===== src/rtl/cheri_pkg.sv =====
// Shared types and helpers for the CHERI temporal-safety map logic.
// Owner encoding tags which requester the in-flight SRAM response belongs to.
package cheri_pkg;

  localparam int unsigned TSMapAddrW = 16;

  typedef enum logic [1:0] {
    TSARB_NONE = 2'd0,
    TSARB_CORE = 2'd1,
    TSARB_BG   = 2'd2
  } tsarb_owner_e;

  // Word addresses at or beyond the map size have no backing SRAM word
  function automatic logic tsmap_addr_oob(input logic [TSMapAddrW-1:0] addr,
                                          input int unsigned           size);
    return ({16'h0000, addr} >= size);
  endfunction

endpackage


===== src/rtl/cheri_tsmap_arbiter.sv =====
// Shares the single-port TS map SRAM between the core lookup port and the revocation sweeper.
// Core has fixed priority; a starvation counter lets the sweeper win after StarveLimit lost conflicts.
module cheri_tsmap_arbiter
  import cheri_pkg::*;
#(
  parameter int unsigned TSMapSize   = 1024,
  parameter int unsigned StarveLimit = 4
) (
  input  logic                  clk_i,
  input  logic                  rst_ni,
  input  logic                  core_req_i,
  input  logic [TSMapAddrW-1:0] core_addr_i,
  output logic                  core_gnt_o,
  output logic                  core_rvalid_o,
  output logic [31:0]           core_rdata_o,
  output logic                  core_err_o,
  input  logic                  bg_req_i,
  input  logic [TSMapAddrW-1:0] bg_addr_i,
  output logic                  bg_gnt_o,
  output logic                  bg_rvalid_o,
  output logic [31:0]           bg_rdata_o,
  output logic                  bg_err_o,
  output logic                  tsmap_cs_o,
  output logic [TSMapAddrW-1:0] tsmap_addr_o,
  input  logic [31:0]           tsmap_rdata_i
);

  localparam logic [3:0] StarveMax = 4'(StarveLimit);

  tsarb_owner_e          owner_q, owner_d;
  logic                  err_q, err_d;
  logic [3:0]            starve_cnt_q, starve_cnt_d;
  logic                  conflict_s, core_win_s, bg_win_s, any_win_s;
  logic [TSMapAddrW-1:0] win_addr_s;

  // Arbitration; grants are held off while reset is asserted so all outputs read 0
  always_comb begin
    core_win_s = 1'b0;
    bg_win_s   = 1'b0;
    conflict_s = core_req_i & bg_req_i;
    if (!rst_ni) begin
      core_win_s = 1'b0;
      bg_win_s   = 1'b0;
    end else if (conflict_s) begin
      if (starve_cnt_q == StarveMax) begin
        bg_win_s = 1'b1;
      end else begin
        core_win_s = 1'b1;
      end
    end else if (core_req_i) begin
      core_win_s = 1'b1;
    end else if (bg_req_i) begin
      bg_win_s = 1'b1;
    end else begin
      core_win_s = 1'b0;
      bg_win_s   = 1'b0;
    end
  end

  assign any_win_s  = core_win_s | bg_win_s;
  assign win_addr_s = bg_win_s ? bg_addr_i : core_addr_i;
  assign err_d      = any_win_s & tsmap_addr_oob(win_addr_s, TSMapSize);

  assign core_gnt_o   = core_win_s;
  assign bg_gnt_o     = bg_win_s;
  assign tsmap_cs_o   = any_win_s & ~err_d;
  assign tsmap_addr_o = tsmap_cs_o ? win_addr_s : 16'h0000;

  // Next owner of the one-deep response pipeline
  always_comb begin
    if (core_win_s) begin
      owner_d = TSARB_CORE;
    end else if (bg_win_s) begin
      owner_d = TSARB_BG;
    end else begin
      owner_d = TSARB_NONE;
    end
  end

  // Count conflicts the sweeper lost in a row; any break in that run restarts it
  always_comb begin
    if (conflict_s && core_win_s) begin
      if (starve_cnt_q == StarveMax) begin
        starve_cnt_d = starve_cnt_q;
      end else begin
        starve_cnt_d = starve_cnt_q + 4'd1;
      end
    end else begin
      starve_cnt_d = 4'd0;
    end
  end

  // Response pipeline and starvation state
  always_ff @(posedge clk_i or negedge rst_ni) begin
    if (!rst_ni) begin
      owner_q      <= TSARB_NONE;
      err_q        <= 1'b0;
      starve_cnt_q <= 4'd0;
    end else begin
      owner_q      <= owner_d;
      err_q        <= err_d;
      starve_cnt_q <= starve_cnt_d;
    end
  end

  // Route the SRAM word to whoever was granted last cycle; errored reads return 0
  always_comb begin
    core_rvalid_o = 1'b0;
    core_rdata_o  = 32'h0000_0000;
    core_err_o    = 1'b0;
    bg_rvalid_o   = 1'b0;
    bg_rdata_o    = 32'h0000_0000;
    bg_err_o      = 1'b0;
    case (owner_q)
      TSARB_CORE: begin
        core_rvalid_o = 1'b1;
        core_rdata_o  = err_q ? 32'h0000_0000 : tsmap_rdata_i;
        core_err_o    = err_q;
      end
      TSARB_BG: begin
        bg_rvalid_o = 1'b1;
        bg_rdata_o  = err_q ? 32'h0000_0000 : tsmap_rdata_i;
        bg_err_o    = err_q;
      end
      default: begin
        core_rvalid_o = 1'b0;
        bg_rvalid_o   = 1'b0;
      end
    endcase
  end

endmodule


===== config.mk =====
export PLATFORM = sky130hd
export DESIGN_NAME = cheri_tsmap_arbiter
export DESIGN_NICKNAME = d
export VERILOG_FILES = /design/src/rtl/cheri_pkg.sv /design/src/rtl/cheri_tsmap_arbiter.sv
export SDC_FILE = /design/constraint.sdc
export NUM_CORES = 1
export LEC_CHECK = 0
export BUFFER_PORTS_ARGS = -buffer_cell sky130_fd_sc_hd__buf_2
export CELL_PAD_IN_SITES_DETAIL_PLACEMENT = 0
export CELL_PAD_IN_SITES_GLOBAL_PLACEMENT = 1
export CORE_ASPECT_RATIO = 0.75
export CORE_UTILIZATION = 18
export DETAILED_ROUTE_END_ITERATION = 12
export PLACE_DENSITY = 0.85
export SYNTH_ARGS = -nofsm -noshare
export SYNTH_HDL_FRONTEND = slang
export SYNTH_SLANG_ARGS = --single-unit
export TNS_END_PERCENT = 20

===== constraint.sdc =====
create_clock -name clk_i -period 5.04 [get_ports clk_i]
set_input_delay 0.252 -clock clk_i [delete_from_list [all_inputs] [get_ports clk_i]]
set_output_delay 0.252 -clock clk_i [all_outputs]
set_load 0.01 [all_outputs]

Word level (Yosys, flattened, before mapping):

Index checks and enable logic that the tools add are counted.

* bits in registers: 7
* input port bits: 68
* output and inout bits: 87
* word-level logic and storage cells: 37

* add/sub/neg operators: 1
* order comparisons: 1
* equality and inequality tests: 4
* muxes and demuxes: 22
* bitwise operators: 5
* reductions and logical operators: 1

Operators by type and width (count)
* $mux 32: 3
* $mux 16: 2
* $ge 16x11->1 const B: 1
* $mux 1: 13
* $mux 4: 2
* $add 4x1->4 const B: 1
* $eq 4x3->1 const B: 1
* $mux 2: 2
* $and 1x1->1: 3
* $eq 2x1->1 const B: 1
* $eq 2x2->1 const B: 1
* $ne 2x2->1 const B: 1
* $logic_and 1x1->1: 1
* $not 1->1: 1
* $or 1x1->1: 1

Longest topological paths before layout:

Gate-level depths: netlist of run 1.

* depth in word-level cells: 10
* depth in mapped cells: 7
* depth with buffers taken out: 6

Worst setup path after synthesis of run 1:

No wires, ideal clock.

* path kind: register to output
* start: register starve_cnt_q[0]
* end: output tsmap_addr_o[2]
* arrival: 1750 ps
* required time: 4788 ps
* path slack: 3038 ps
* cell stages (with the launch flop): 8
* path buffers: 1
* cells stage by stage: dfrtp_1 > inv_1 > ha_1 > nand3b_1 > a21oi_1 > buf_2 > mux2i_1 > a211oi_1

* cells in the longest elaborated chain, start to end: 10
* elaborated cells between the ends (all ways): 14
* those cells by class: order compare: 1; eq/ne: 1; mux: 8; bitwise: 4

RTL lines
* start, declared: line cheri_tsmap_arbiter.sv:32 `logic [3:0] starve_cnt_q, starve_cnt_d;`
* start signal, assigned: line cheri_tsmap_arbiter.sv:102 `starve_cnt_q <= starve_cnt_d;`
* $eq 4x3->1 *: line cheri_tsmap_arbiter.sv:45 `if (starve_cnt_q == StarveMax) begin`
* $mux 1 *: line cheri_tsmap_arbiter.sv:45
* $mux 1 *: line cheri_tsmap_arbiter.sv:44 `end else if (conflict_s) begin`
* $mux 1 *: line cheri_tsmap_arbiter.sv:41 `if (!rst_ni) begin`
* net bg_gnt_o: line cheri_tsmap_arbiter.sv:19 `output logic bg_gnt_o,`
* $mux 16: line cheri_tsmap_arbiter.sv:61 `assign win_addr_s = bg_win_s ? bg_addr_i : core_addr_i;`
* $ge 16x11->1: line cheri_pkg.sv:16 `return ({16'h0000, addr} >= size);`
* $and 1x1->1: line cheri_tsmap_arbiter.sv:62 `assign err_d = any_win_s & tsmap_addr_oob(win_addr_s, TSMapSize);`
* $not 1->1: line cheri_tsmap_arbiter.sv:66 `assign tsmap_cs_o = any_win_s & ~err_d;`
* $and 1x1->1: line cheri_tsmap_arbiter.sv:66
* $mux 16 *: line cheri_tsmap_arbiter.sv:67 `assign tsmap_addr_o = tsmap_cs_o ? win_addr_s : 16'h0000;`
* end, declared: line cheri_tsmap_arbiter.sv:24 `output logic [TSMapAddrW-1:0] tsmap_addr_o,`

The timed path passes the listed nets; every way through them passes the cells marked *.

Worst setup path in the final report of run 1:

* start: input rst_ni
* end: output tsmap_addr_o[2]

* cells in the longest elaborated chain, start to end: 7
* elaborated cells between the ends (all ways): 9
* those cells by class: order compare: 1; mux: 4; bitwise: 4

RTL lines
* start, declared: line cheri_tsmap_arbiter.sv:10 `input logic rst_ni,`
* $mux 1: line cheri_tsmap_arbiter.sv:41
* $mux 16: line cheri_tsmap_arbiter.sv:61
* $ge 16x11->1: line cheri_pkg.sv:16
* $and 1x1->1: line cheri_tsmap_arbiter.sv:62
* $not 1->1: line cheri_tsmap_arbiter.sv:66
* $and 1x1->1: line cheri_tsmap_arbiter.sv:66
* $mux 16 *: line cheri_tsmap_arbiter.sv:67

Every way passes the cells marked *; elsewhere a longest branch is shown, timed or not.

==> flow_summary.html, run 1 <==
<table>
<tr><th>Metric</th><th>Value</th></tr>
<tr><th colspan="2">Synth</th></tr>
<tr><td>Yosys warnings</td><td>0</td></tr>
<tr><td>Synth unique cells</td><td>32</td></tr>
<tr><td>Multiplexer area fraction after synthesis</td><td>roughly a tenth</td></tr>
<tr><td>Most area-hungry cell type in the Yosys netlist</td><td>nor2_1</td></tr>
<tr><td>Post-synthesis share of cell area spent on and, or, nand and nor gates</td><td>between 40% and 50%</td></tr>
<tr><td>Per-instance average area after synthesis</td><td>5.80 um^2</td></tr>
<tr><td>Post-synthesis share of cell area spent on xor and xnor gates</td><td>under 10%</td></tr>
<tr><td>Share of flip-flops with an asynchronous set or reset after synthesis</td><td>between 90% and 100%</td></tr>
<tr><td>Top area cells in the synthesized netlist</td><td>nor2_1, dfrtp_1, nand2_1</td></tr>
<tr><td>Fraction of the mapped netlist area in compound gates</td><td>9.21%</td></tr>
<tr><td>Sequential cell area fraction in the yosys report</td><td>16.3%</td></tr>
<tr><td>Post-synth EDFFs</td><td>0</td></tr>
<tr><td>Cell with the most instances after synthesis</td><td>nor2_1</td></tr>
<tr><td>Share of the synthesized area in the top cell type</td><td>25.5%</td></tr>
<tr><td>Dominant combinational cell family by area after synthesis</td><td>simple AND/OR/NAND/NOR gates</td></tr>
<tr><td>Netlist area before placement</td><td>between 1000 and 1500 um^2</td></tr>
<tr><td>Synthesized flop and latch total</td><td>7</td></tr>
<tr><td>Ranking of synthesized cells by instance count</td><td>nor2_1, nand2_1, clkbuf_1</td></tr>
<tr><td>Top_reg_cell synth</td><td>dfrtp_1</td></tr>
<tr><td>Count of mapped cells out of synthesis</td><td>between 150 and 200</td></tr>
<tr><td>Adder-cell area share of the yosys netlist</td><td>about 2.3%</td></tr>
<tr><th colspan="2">GRT</th></tr>
<tr><td>Global-route wire length before repair</td><td>between 5000 and 6000 um</td></tr>
<tr><td>Number of global-route vias before repair</td><td>between 1000 and 1500</td></tr>
<tr><td>GRT Overall Usage</td><td>between 10% and 20%</td></tr>
<tr><td>Number of antenna violations at the first check in global routing</td><td>0</td></tr>
<tr><td>Largest net degree at the start of global routing</td><td>35</td></tr>
<tr><td>Total congestion overflow after global routing</td><td>0</td></tr>
<tr><th colspan="2">Drt</th></tr>
<tr><td>Detailed-route wire length</td><td>between 3000 and 4000 um</td></tr>
<tr><td>Avg Vias per Cell</td><td>a little over 4</td></tr>
<tr><td>DRT iter0 DRCs</td><td>47</td></tr>
<tr><td>Total number of vias</td><td>roughly 1600</td></tr>
<tr><td>Post-DR wirelength/cell</td><td>approximately 9.9 um</td></tr>
<tr><td>Number of nets still failing antenna checks after routing</td><td>0</td></tr>
<tr><td>Post-detailed-route DRC marker count</td><td>0</td></tr>
<tr><td>DRT Pass-1 Iters</td><td>4</td></tr>
<tr><th colspan="2">Place</th></tr>
<tr><td>Placement-stage worst setup slack</td><td>about 2400 ps</td></tr>
<tr><td>DP Wirelength</td><td>~3200 um</td></tr>
<tr><td>Placer's final routability congestion estimate</td><td>0.768</td></tr>
<tr><td>Area after detailed placement</td><td>1850 um^2</td></tr>
<tr><td>Count of input and output buffers</td><td>148</td></tr>
<tr><th colspan="2">Clock network</th></tr>
<tr><td>Maximum clock path buffer count</td><td>2</td></tr>
<tr><td>TritonCTS clock tree</td><td>built</td></tr>
<tr><td>Cell at the root of the clock tree</td><td>clkbuf_8</td></tr>
<tr><td>Clock transition at the register clock pins on the worst setup and hold paths after CTS</td><td>40 ps</td></tr>
<tr><td>Count of instances resized after the clock tree is built</td><td>0</td></tr>
<tr><td>Clock sinks</td><td>7</td></tr>
<tr><td>Level count of the clock H-tree</td><td>1</td></tr>
<tr><td>Insertion delay of the later-clocked pin in the worst-skew pair</td><td>~220 ps</td></tr>
<tr><td>Number of buffers created by CTS</td><td>3</td></tr>
<tr><th colspan="2">Final layout</th></tr>
<tr><td>Nets</td><td>398</td></tr>
<tr><td>Number of inserted diodes</td><td>0</td></tr>
<tr><td>Share of layout cells above drive strength 1</td><td>between 40% and 50%</td></tr>
<tr><td>Core occupancy in the finished layout</td><td>34.3%</td></tr>
<tr><td>Area growth from synthesis to layout</td><td>77.5%</td></tr>
<tr><td>Total non-filler cell area in the finished layout</td><td>1910 um^2</td></tr>
<tr><th colspan="2">Floorplanning</th></tr>
<tr><td>Die extent in x</td><td>91.2 um</td></tr>
<tr><td>Initial cell density of the core</td><td>19.3%</td></tr>
<tr><td>I/O pin total</td><td>155</td></tr>
<tr><td>Die Outline Area</td><td>~6300 um^2</td></tr>
<tr><td>Number of rows in the core area</td><td>23</td></tr>
<tr><td>Height of the die</td><td>68.9 um</td></tr>
<tr><td>Placeable Area</td><td>5550 um^2</td></tr>
<tr><th colspan="2">Critical path</th></tr>
<tr><td>Startpoint kind of the worst setup timing path</td><td>input port</td></tr>
<tr><td>Slowest Stage Delay on Critical Path</td><td>about 950 ps</td></tr>
<tr><td>Reg-to-reg setup timing slack</td><td>roughly 3300 ps</td></tr>
<tr><td>Critical path data arrival time</td><td>approximately 2700 ps</td></tr>
<tr><td>Slowest-stage cell, CP</td><td>a21oi_1</td></tr>
<tr><td>Cell-by-cell trace of the critical path</td><td>dlygate4sd3_1 -&gt; buf_2 -&gt; nand2_1 -&gt; a21oi_1 -&gt; mux2i_1 -&gt; a211oi_1 -&gt; buf_2</td></tr>
<tr><td>Most numerous cell on the critical path</td><td>buf_2</td></tr>
<tr><td>Worst Path Max Fanout</td><td>13</td></tr>
<tr><td>Required time at the endpoint of the critical path</td><td>around 4800 ps</td></tr>
<tr><td>Path type of the worst setup path</td><td>in -&gt; out</td></tr>
<tr><td>Capturing element type of the critical path</td><td>output pin</td></tr>
<tr><th colspan="2">Power</th></tr>
<tr><td>Sequential group share of total power</td><td>about a quarter</td></tr>
<tr><td>VDD IR max</td><td>~0.00012 V</td></tr>
<tr><td>Power density over cell area</td><td>roughly 130 nW/um^2</td></tr>
<tr><td>Fraction of power consumed by the clock network</td><td>between 30% and 40%</td></tr>
<tr><td>Total power draw</td><td>between 0.2 and 0.25 mW</td></tr>
<tr><td>Switching Share</td><td>roughly a third</td></tr>
<tr><td>Leak pwr</td><td>~1.2 nW</td></tr>
<tr><td>Sw Pwr</td><td>about 0.08 mW</td></tr>
<tr><td>Share of total power in combinational logic</td><td>a little over two fifths</td></tr>
<tr><td>Internal cell power</td><td>between 0.15 and 0.2 mW</td></tr>
<tr><th colspan="2">Timing</th></tr>
<tr><td>Unrepaired setup endpoints after global routing</td><td>false</td></tr>
<tr><td>Highest clock rate</td><td>roughly 340 MHz</td></tr>
<tr><td>Worst Tran Pin Value</td><td>about 1200 ps</td></tr>
<tr><td>Crit path time final</td><td>2940 ps</td></tr>
<tr><td>Summed negative setup slack over all endpoints</td><td>0 ps</td></tr>
<tr><td>Rel. slew slack</td><td>between 10% and 20%</td></tr>
<tr><td>Final worst-path cycle share</td><td>around three fifths</td></tr>
<tr><td>Post-Route Skew</td><td>1.19 ps</td></tr>
<tr><td>PnR worst setup slack</td><td>between 2000 and 2500 ps</td></tr>
<tr><td>Hold violation count in the final report</td><td>0</td></tr>
<tr><td>Number of max-slew violations in the final report</td><td>0</td></tr>
<tr><td>Total of endpoints with negative setup slack in the final report</td><td>0</td></tr>
<tr><th colspan="2">Status</th></tr>
<tr><td>Status</td><td>finished, final reports clean</td></tr>
<tr><th colspan="2">Hold path</th></tr>
<tr><td>Class of the tightest hold or removal check</td><td>in -&gt; reg</td></tr>
<tr><th colspan="2">Flow run</th></tr>
<tr><td>Number of max-cap violations</td><td>0</td></tr>
</table>
## repair_timing
action,in CTS,in global routing
buffers inserted,0,0
hold buffers,1,0
endpoints found under the setup margin,0,0
endpoints found under the hold margin,7,0
## cell usage in the layout (no fill, tap or decap), drive strengths merged, types with 2 or more instances in the layout
cell    count
dfrtp       7
buf       150
nand2      34
a21oi       4
inv         6
a211oi      3
clkbuf      4
or4         2
nor3        7
o21ai       2
mux2i      10
nand2b      2
conb        6
ha          2
nor2       73
## through the flow
stage	instances	hold WS [ps]
6_report	402	348
4_1_cts	402	339
3_3_place_gp	397	133
3_5_place_dp	397	137
5_1_grt	402	351
2_1_floorplan	190	-43.6
## cell families (layout without fill, tap and decap cells)
logic type,after synthesis,count (layout)
AND/OR/NAND/NOR,126,126
buffers and inverters,25,162
AO/OA/AOI/OAI,12,12
multiplexers,10,10
flip-flops,7,7
adder cells (fa/ha/maj),2,2
XOR/XNOR,2,2
other,1,6
## power by group through the flow
stage | clock network (mW) | logic (mW) | registers [mW]
global placement | 0 | 0.104 | 0.0596
floorplan | 0 | 0.0569 | 0.0596
detailed placement | 0 | 0.105 | 0.0597
CTS | 0.0779 | 0.106 | 0.0590
global route | 0.0830 | 0.118 | 0.0591
finish | 0.0758 | 0.105 | 0.0590
## registers in the layout, summed over array words and instances, names as in the netlist
name	count
starve_cnt_q	4
err_q	1
owner_q	2
## metal layers
layer | part of all wire [%] | track usage [%] | vias to the layer above
met2 | 51 | 20.8 | 66
met1 | 42 | 13.4 | 697
met3 | 6.3 | 2.85 | 2
li1 | - | - | 871
met5 | 0 | 0 | -
met4 | 0.20 | 2.18 | 0
## path summary, 6_finish.rpt
kind,from,endpoint,cells past startpoint
min reg2reg,starve_cnt_q[0]$_DFFE_PN0P_,starve_cnt_q[0]$_DFFE_PN0P_,1
max,rst_ni,tsmap_addr_o[2],7
min,core_req_i,owner_q[1]$_DFF_PN0_,2
max in group asynchronous,rst_ni,starve_cnt_q[2]$_DFFE_PN0P_,2
min in group asynchronous,rst_ni,starve_cnt_q[1]$_DFFE_PN0P_,2
max reg2reg,starve_cnt_q[0]$_DFFE_PN0P_,err_q$_DFF_PN0_,6
## worst max-delay path: cells and delay by family
kind | cells | cell delay (ps)
multiplexers | 1 | 170
AO/OA/AOI/OAI | 2 | 1190
buffers and inverters | 3 | 940
AND/OR/NAND/NOR | 1 | 110
## final cells by class
type	instances	area (um^2)
fillers	620	3650
flip-flops and latches	7	175
multi-input cells	158	800
repair buffers	151	766
clock buffers	4	45.0
inverters	7	26.3
well taps	75	93.8
Power figures use the tool's default switching activity.
==> inputs of run 2 (changes only) <==
--- a/config.mk
+++ b/config.mk
@@ -5,13 +5,14 @@
 export SDC_FILE = /design/constraint.sdc
 export NUM_CORES = 1
 export LEC_CHECK = 0
+export ABC_AREA = 1
 export BUFFER_PORTS_ARGS = -buffer_cell sky130_fd_sc_hd__buf_2
 export CELL_PAD_IN_SITES_DETAIL_PLACEMENT = 0
 export CELL_PAD_IN_SITES_GLOBAL_PLACEMENT = 1
 export CORE_ASPECT_RATIO = 0.75
-export CORE_UTILIZATION = 18
+export CORE_UTILIZATION = 16
 export DETAILED_ROUTE_END_ITERATION = 12
-export PLACE_DENSITY = 0.85
+export PLACE_DENSITY = 0.74
 export SYNTH_ARGS = -nofsm -noshare
 export SYNTH_HDL_FRONTEND = slang
 export SYNTH_SLANG_ARGS = --single-unit
==> constraint.sdc (replaced) <==
create_clock -name clk_i -period 2.6 [get_ports clk_i]
set_input_delay 0.13 -clock clk_i [delete_from_list [all_inputs] [get_ports clk_i]]
set_output_delay 0.13 -clock clk_i [all_outputs]
set_load 0.01 [all_outputs]
==> flow_summary.html, run 2 <==
<table>
<tr><th>Metric</th><th>Value</th></tr>
<tr><th colspan="2">Final layout</th></tr>
<tr><td>Core occupancy in the finished layout</td><td>28.0% (-6.3 points)</td></tr>
<tr><td>Fill cell count</td><td>838 (+35%)</td></tr>
<tr><td>Leading registers by flop count</td><td>starve_cnt_q x4, owner_q x2, err_q x1</td></tr>
<tr><td>Share of layout cells above drive strength 1</td><td>46.7% (-1.3 points)</td></tr>
<tr><td>Highest-count cells in the layout ignoring fill and taps</td><td>buf_2, nor3_1, inv_1</td></tr>
<tr><td>Most common cell after layout, fill and taps aside</td><td>buf_2</td></tr>
<tr><td>Biggest register</td><td>starve_cnt_q</td></tr>
<tr><td>Number of inserted diodes</td><td>0 (unchanged)</td></tr>
<tr><td>Total non-filler cell area in the finished layout</td><td>2080 um^2 (+9.3%)</td></tr>
<tr><td>Area growth from synthesis to layout</td><td>67.6%</td></tr>
<tr><td>Max reg flops</td><td>4 (unchanged)</td></tr>
<tr><td>Nets</td><td>439 (+10%)</td></tr>
<tr><td>Post-layout instance count excluding filler cells</td><td>469 (+17%)</td></tr>
<tr><th colspan="2">Place</th></tr>
<tr><td>Placement-stage worst setup slack</td><td>585 ps (-1790 ps)</td></tr>
<tr><td>Count of input and output buffers</td><td>148 (unchanged)</td></tr>
<tr><td>DP Wirelength</td><td>3280 um (+1.9%)</td></tr>
<tr><td>Placer's final routability congestion estimate</td><td>0.779 (+1.5%)</td></tr>
<tr><td>Area after detailed placement</td><td>2030 um^2 (+9.5%)</td></tr>
<tr><td>DP Cell Count</td><td>464 (+17%)</td></tr>
<tr><th colspan="2">Synth</th></tr>
<tr><td>Top area cells in the synthesized netlist</td><td>nor3_1, inv_1, dfrtp_1</td></tr>
<tr><td>Netlist area before placement</td><td>1240 um^2 (+16%)</td></tr>
<tr><td>Sequential cell area fraction in the yosys report</td><td>14.1% (-2.2 points)</td></tr>
<tr><td>Synthesized flop and latch total</td><td>7 (unchanged)</td></tr>
<tr><td>Count of mapped cells out of synthesis</td><td>230 (+24%)</td></tr>
<tr><td>Share of flip-flops with an asynchronous set or reset after synthesis</td><td>100% (unchanged)</td></tr>
<tr><td>Yosys warnings</td><td>0 (unchanged)</td></tr>
<tr><td>Per-instance average area after synthesis</td><td>5.40 um^2 (-6.9%)</td></tr>
<tr><td>Most area-hungry cell type in the Yosys netlist</td><td>nor3_1</td></tr>
<tr><td>Ranking of synthesized cells by instance count</td><td>nor3_1, inv_1, nand2_1</td></tr>
<tr><td>Post-synth EDFFs</td><td>0 (unchanged)</td></tr>
<tr><td>Share of the synthesized area in the top cell type</td><td>26.6% (+1.1 points)</td></tr>
<tr><td>Synth unique cells</td><td>24 (-25%)</td></tr>
<tr><td>Cell with the most instances after synthesis</td><td>nor3_1</td></tr>
<tr><td>Top_reg_cell synth</td><td>dfrtp_1</td></tr>
<tr><th colspan="2">Clock network</th></tr>
<tr><td>Hold buffer count at cts</td><td>1 (unchanged)</td></tr>
<tr><td>Clock transition at the register clock pins on the worst setup and hold paths after CTS</td><td>40 ps (about the same)</td></tr>
<tr><td>Number of buffers created by CTS</td><td>3 (unchanged)</td></tr>
<tr><td>Clock sinks</td><td>7 (unchanged)</td></tr>
<tr><td>Cell at the root of the clock tree</td><td>clkbuf_8</td></tr>
<tr><td>Insertion delay of the later-clocked pin in the worst-skew pair</td><td>220 ps (about the same)</td></tr>
<tr><td>Number of buffers inserted to repair setup after CTS</td><td>0 (unchanged)</td></tr>
<tr><td>Maximum clock path buffer count</td><td>2 (unchanged)</td></tr>
<tr><td>Count of instances resized after the clock tree is built</td><td>0 (unchanged)</td></tr>
<tr><td>TritonCTS clock tree</td><td>built</td></tr>
<tr><td>Level count of the clock H-tree</td><td>1 (unchanged)</td></tr>
<tr><th colspan="2">Timing</th></tr>
<tr><td>PnR worst setup slack</td><td>349 ps (-1750 ps)</td></tr>
<tr><td>Post-Route Skew</td><td>2.68 ps (+1.49 ps)</td></tr>
<tr><td>Crit path time final</td><td>2250 ps</td></tr>
<tr><td>Rel. slew slack</td><td>32.1% (+15 points)</td></tr>
<tr><td>Worst Tran Pin Value</td><td>1020 ps (-219 ps)</td></tr>
<tr><td>Hold violation count in the final report</td><td>0 (unchanged)</td></tr>
<tr><td>Total of endpoints with negative setup slack in the final report</td><td>0 (unchanged)</td></tr>
<tr><td>Final worst-path cycle share</td><td>between 80% and 90%</td></tr>
<tr><td>Hold WS</td><td>280 ps (-68.0 ps)</td></tr>
<tr><td>Unrepaired setup endpoints after global routing</td><td>false</td></tr>
<tr><td>Number of max-slew violations in the final report</td><td>0 (unchanged)</td></tr>
<tr><td>Summed negative setup slack over all endpoints</td><td>0 ps (unchanged)</td></tr>
<tr><td>Highest clock rate</td><td>between 400 and 500 MHz</td></tr>
<tr><th colspan="2">Floorplanning</th></tr>
<tr><td>Number of rows in the core area</td><td>27 (+17%)</td></tr>
<tr><td>Die extent in x</td><td>104 um (+14%)</td></tr>
<tr><td>Height of the die</td><td>78.3 um (+14%)</td></tr>
<tr><td>Initial cell density of the core</td><td>16.7% (-2.6 points)</td></tr>
<tr><td>Die Outline Area</td><td>8130 um^2 (+29%)</td></tr>
<tr><td>Placeable Area</td><td>7430 um^2 (+34%)</td></tr>
<tr><td>I/O pin total</td><td>155 (unchanged)</td></tr>
<tr><th colspan="2">Critical path</th></tr>
<tr><td>Worst reg2reg path startpoint</td><td>starve_cnt_q[0]$_DFFE_PN0P_</td></tr>
<tr><td>Critical path data arrival time</td><td>2120 ps (-570 ps)</td></tr>
<tr><td>Reg2reg end</td><td>err_q$_DFF_PN0_</td></tr>
<tr><td>Startpoint kind of the worst setup timing path</td><td>input port</td></tr>
<tr><td>Required time at the endpoint of the critical path</td><td>2470 ps (-2320 ps)</td></tr>
<tr><td>Worst Path Max Fanout</td><td>17 (+4)</td></tr>
<tr><td>Path type of the worst setup path</td><td>in -&gt; out</td></tr>
<tr><td>Capturing element type of the critical path</td><td>output pin</td></tr>
<tr><td>Reg-to-reg setup timing slack</td><td>1090 ps (-2190 ps)</td></tr>
<tr><td>Depth of the worst register-to-register path</td><td>9 (+3)</td></tr>
<tr><th colspan="2">Drt</th></tr>
<tr><td>Number of nets still failing antenna checks after routing</td><td>0 (unchanged)</td></tr>
<tr><td>Wire length on met1</td><td>1820 um (+7.8%)</td></tr>
<tr><td>Post-DR wirelength/cell</td><td>8.72 um (-12%)</td></tr>
<tr><td>DRT iter0 DRCs</td><td>105 (+120%)</td></tr>
<tr><td>Detailed-route wire length</td><td>4090 um (+2.3%)</td></tr>
<tr><td>DRT Pass-1 Iters</td><td>4 (unchanged)</td></tr>
<tr><td>Metal2 WL</td><td>1940 um (-5.3%)</td></tr>
<tr><td>Post-detailed-route DRC marker count</td><td>0 (unchanged)</td></tr>
<tr><td>Highest signal layer in the routed design</td><td>met4</td></tr>
<tr><td>Avg Vias per Cell</td><td>3.89 (-4.5%)</td></tr>
<tr><td>Met3 wire length</td><td>306 um (+22%)</td></tr>
<tr><td>Total number of vias</td><td>1823 (+11%)</td></tr>
<tr><th colspan="2">Power</th></tr>
<tr><td>Total power draw</td><td>0.480 mW (+100%)</td></tr>
<tr><td>Leak pwr</td><td>1.43 nW (+20%)</td></tr>
<tr><td>Power density over cell area</td><td>231 nW/um^2 (+83%)</td></tr>
<tr><td>VDD IR max</td><td>0.000123 V (+1.9%)</td></tr>
<tr><th colspan="2">GRT</th></tr>
<tr><td>Global-route wire length before repair</td><td>6800 um (+19%)</td></tr>
<tr><td>Largest net degree at the start of global routing</td><td>35 (unchanged)</td></tr>
<tr><td>GRT Overall Usage</td><td>9.82% (-1.4 points)</td></tr>
<tr><td>Number of global-route vias before repair</td><td>1597 (+26%)</td></tr>
<tr><td>Total congestion overflow after global routing</td><td>0 (unchanged)</td></tr>
<tr><td>Number of antenna violations at the first check in global routing</td><td>0 (unchanged)</td></tr>
<tr><th colspan="2">Hold path</th></tr>
<tr><td>Class of the tightest hold or removal check</td><td>in -&gt; async</td></tr>
<tr><th colspan="2">Status</th></tr>
<tr><td>Status</td><td>finished, final reports clean</td></tr>
<tr><th colspan="2">Flow run</th></tr>
<tr><td>Number of max-cap violations</td><td>0 (unchanged)</td></tr>
</table>
run 2: worst max-delay path by stage:
stage / cells after the start / slack (ps) / start / endpoint
4_1_cts: 11 / 300 / rst_ni / tsmap_addr_o[0]
6_report: 11 / 350 / rst_ni / tsmap_addr_o[6]
5_1_grt: 11 / 140 / rst_ni / tsmap_addr_o[7]
2_1_floorplan: 11 / 1030 / starve_cnt_q[0]$_DFFE_PN0P_ / tsmap_addr_o[2]
3_5_place_dp: 11 / 590 / starve_cnt_q[0]$_DFFE_PN0P_ / tsmap_addr_o[8]
3_3_place_gp: 11 / 670 / starve_cnt_q[0]$_DFFE_PN0P_ / tsmap_addr_o[0]
run 2: logic make-up (layout without fill, tap and decap cells):
group	count (synthesis)	after routing	synth area share (%)
xor gates and xnor gates	2	2	1.41
DFF	7	7	14.1
other	1	6	0.302
and+or+nand+nor	136	136	54.0
AOI/OAI and AO/OA	2	2	1.21
buffers and inverters	80	213	27.0
adders and majority gates	2	2	2.01
run 2: power breakdown:
part | internal (mW) | switching (mW)
Sequential | 0.113 | 0.0119
Clock | 0.106 | 0.0433
Combinational | 0.0866 | 0.120
run 2: area by class of cell:
cell class	count	area (um^2)	share of cell area, %
timing repair buffer	151	766	36.8
multi-input combinational	148	751	36.1
inverter	58	218	10.5
sequential	7	176	8.47
tap	101	126	6.07
clock buffer	4	45.0	2.16
run 2: worst max-delay path: stages:
cell,delay (ps)
dlygate4sd3_1,520
buf_2,210
nand2_1,90
inv_2,120
nand2_4,140
nand2_1,100
nand2_1,80
nor2_4,90
nand3_2,300
nor2_2,180
buf_2,150
run 2: layer usage:
| metal | vias to the layer above | global-route usage [%] |
|---|---|---|
| met5 | - | 0 |
| met4 | 0 | 3.29 |
| met3 | 2 | 0.664 |
| met2 | 89 | 18.9 |
| met1 | 773 | 11.6 |
| li1 | 959 | - |
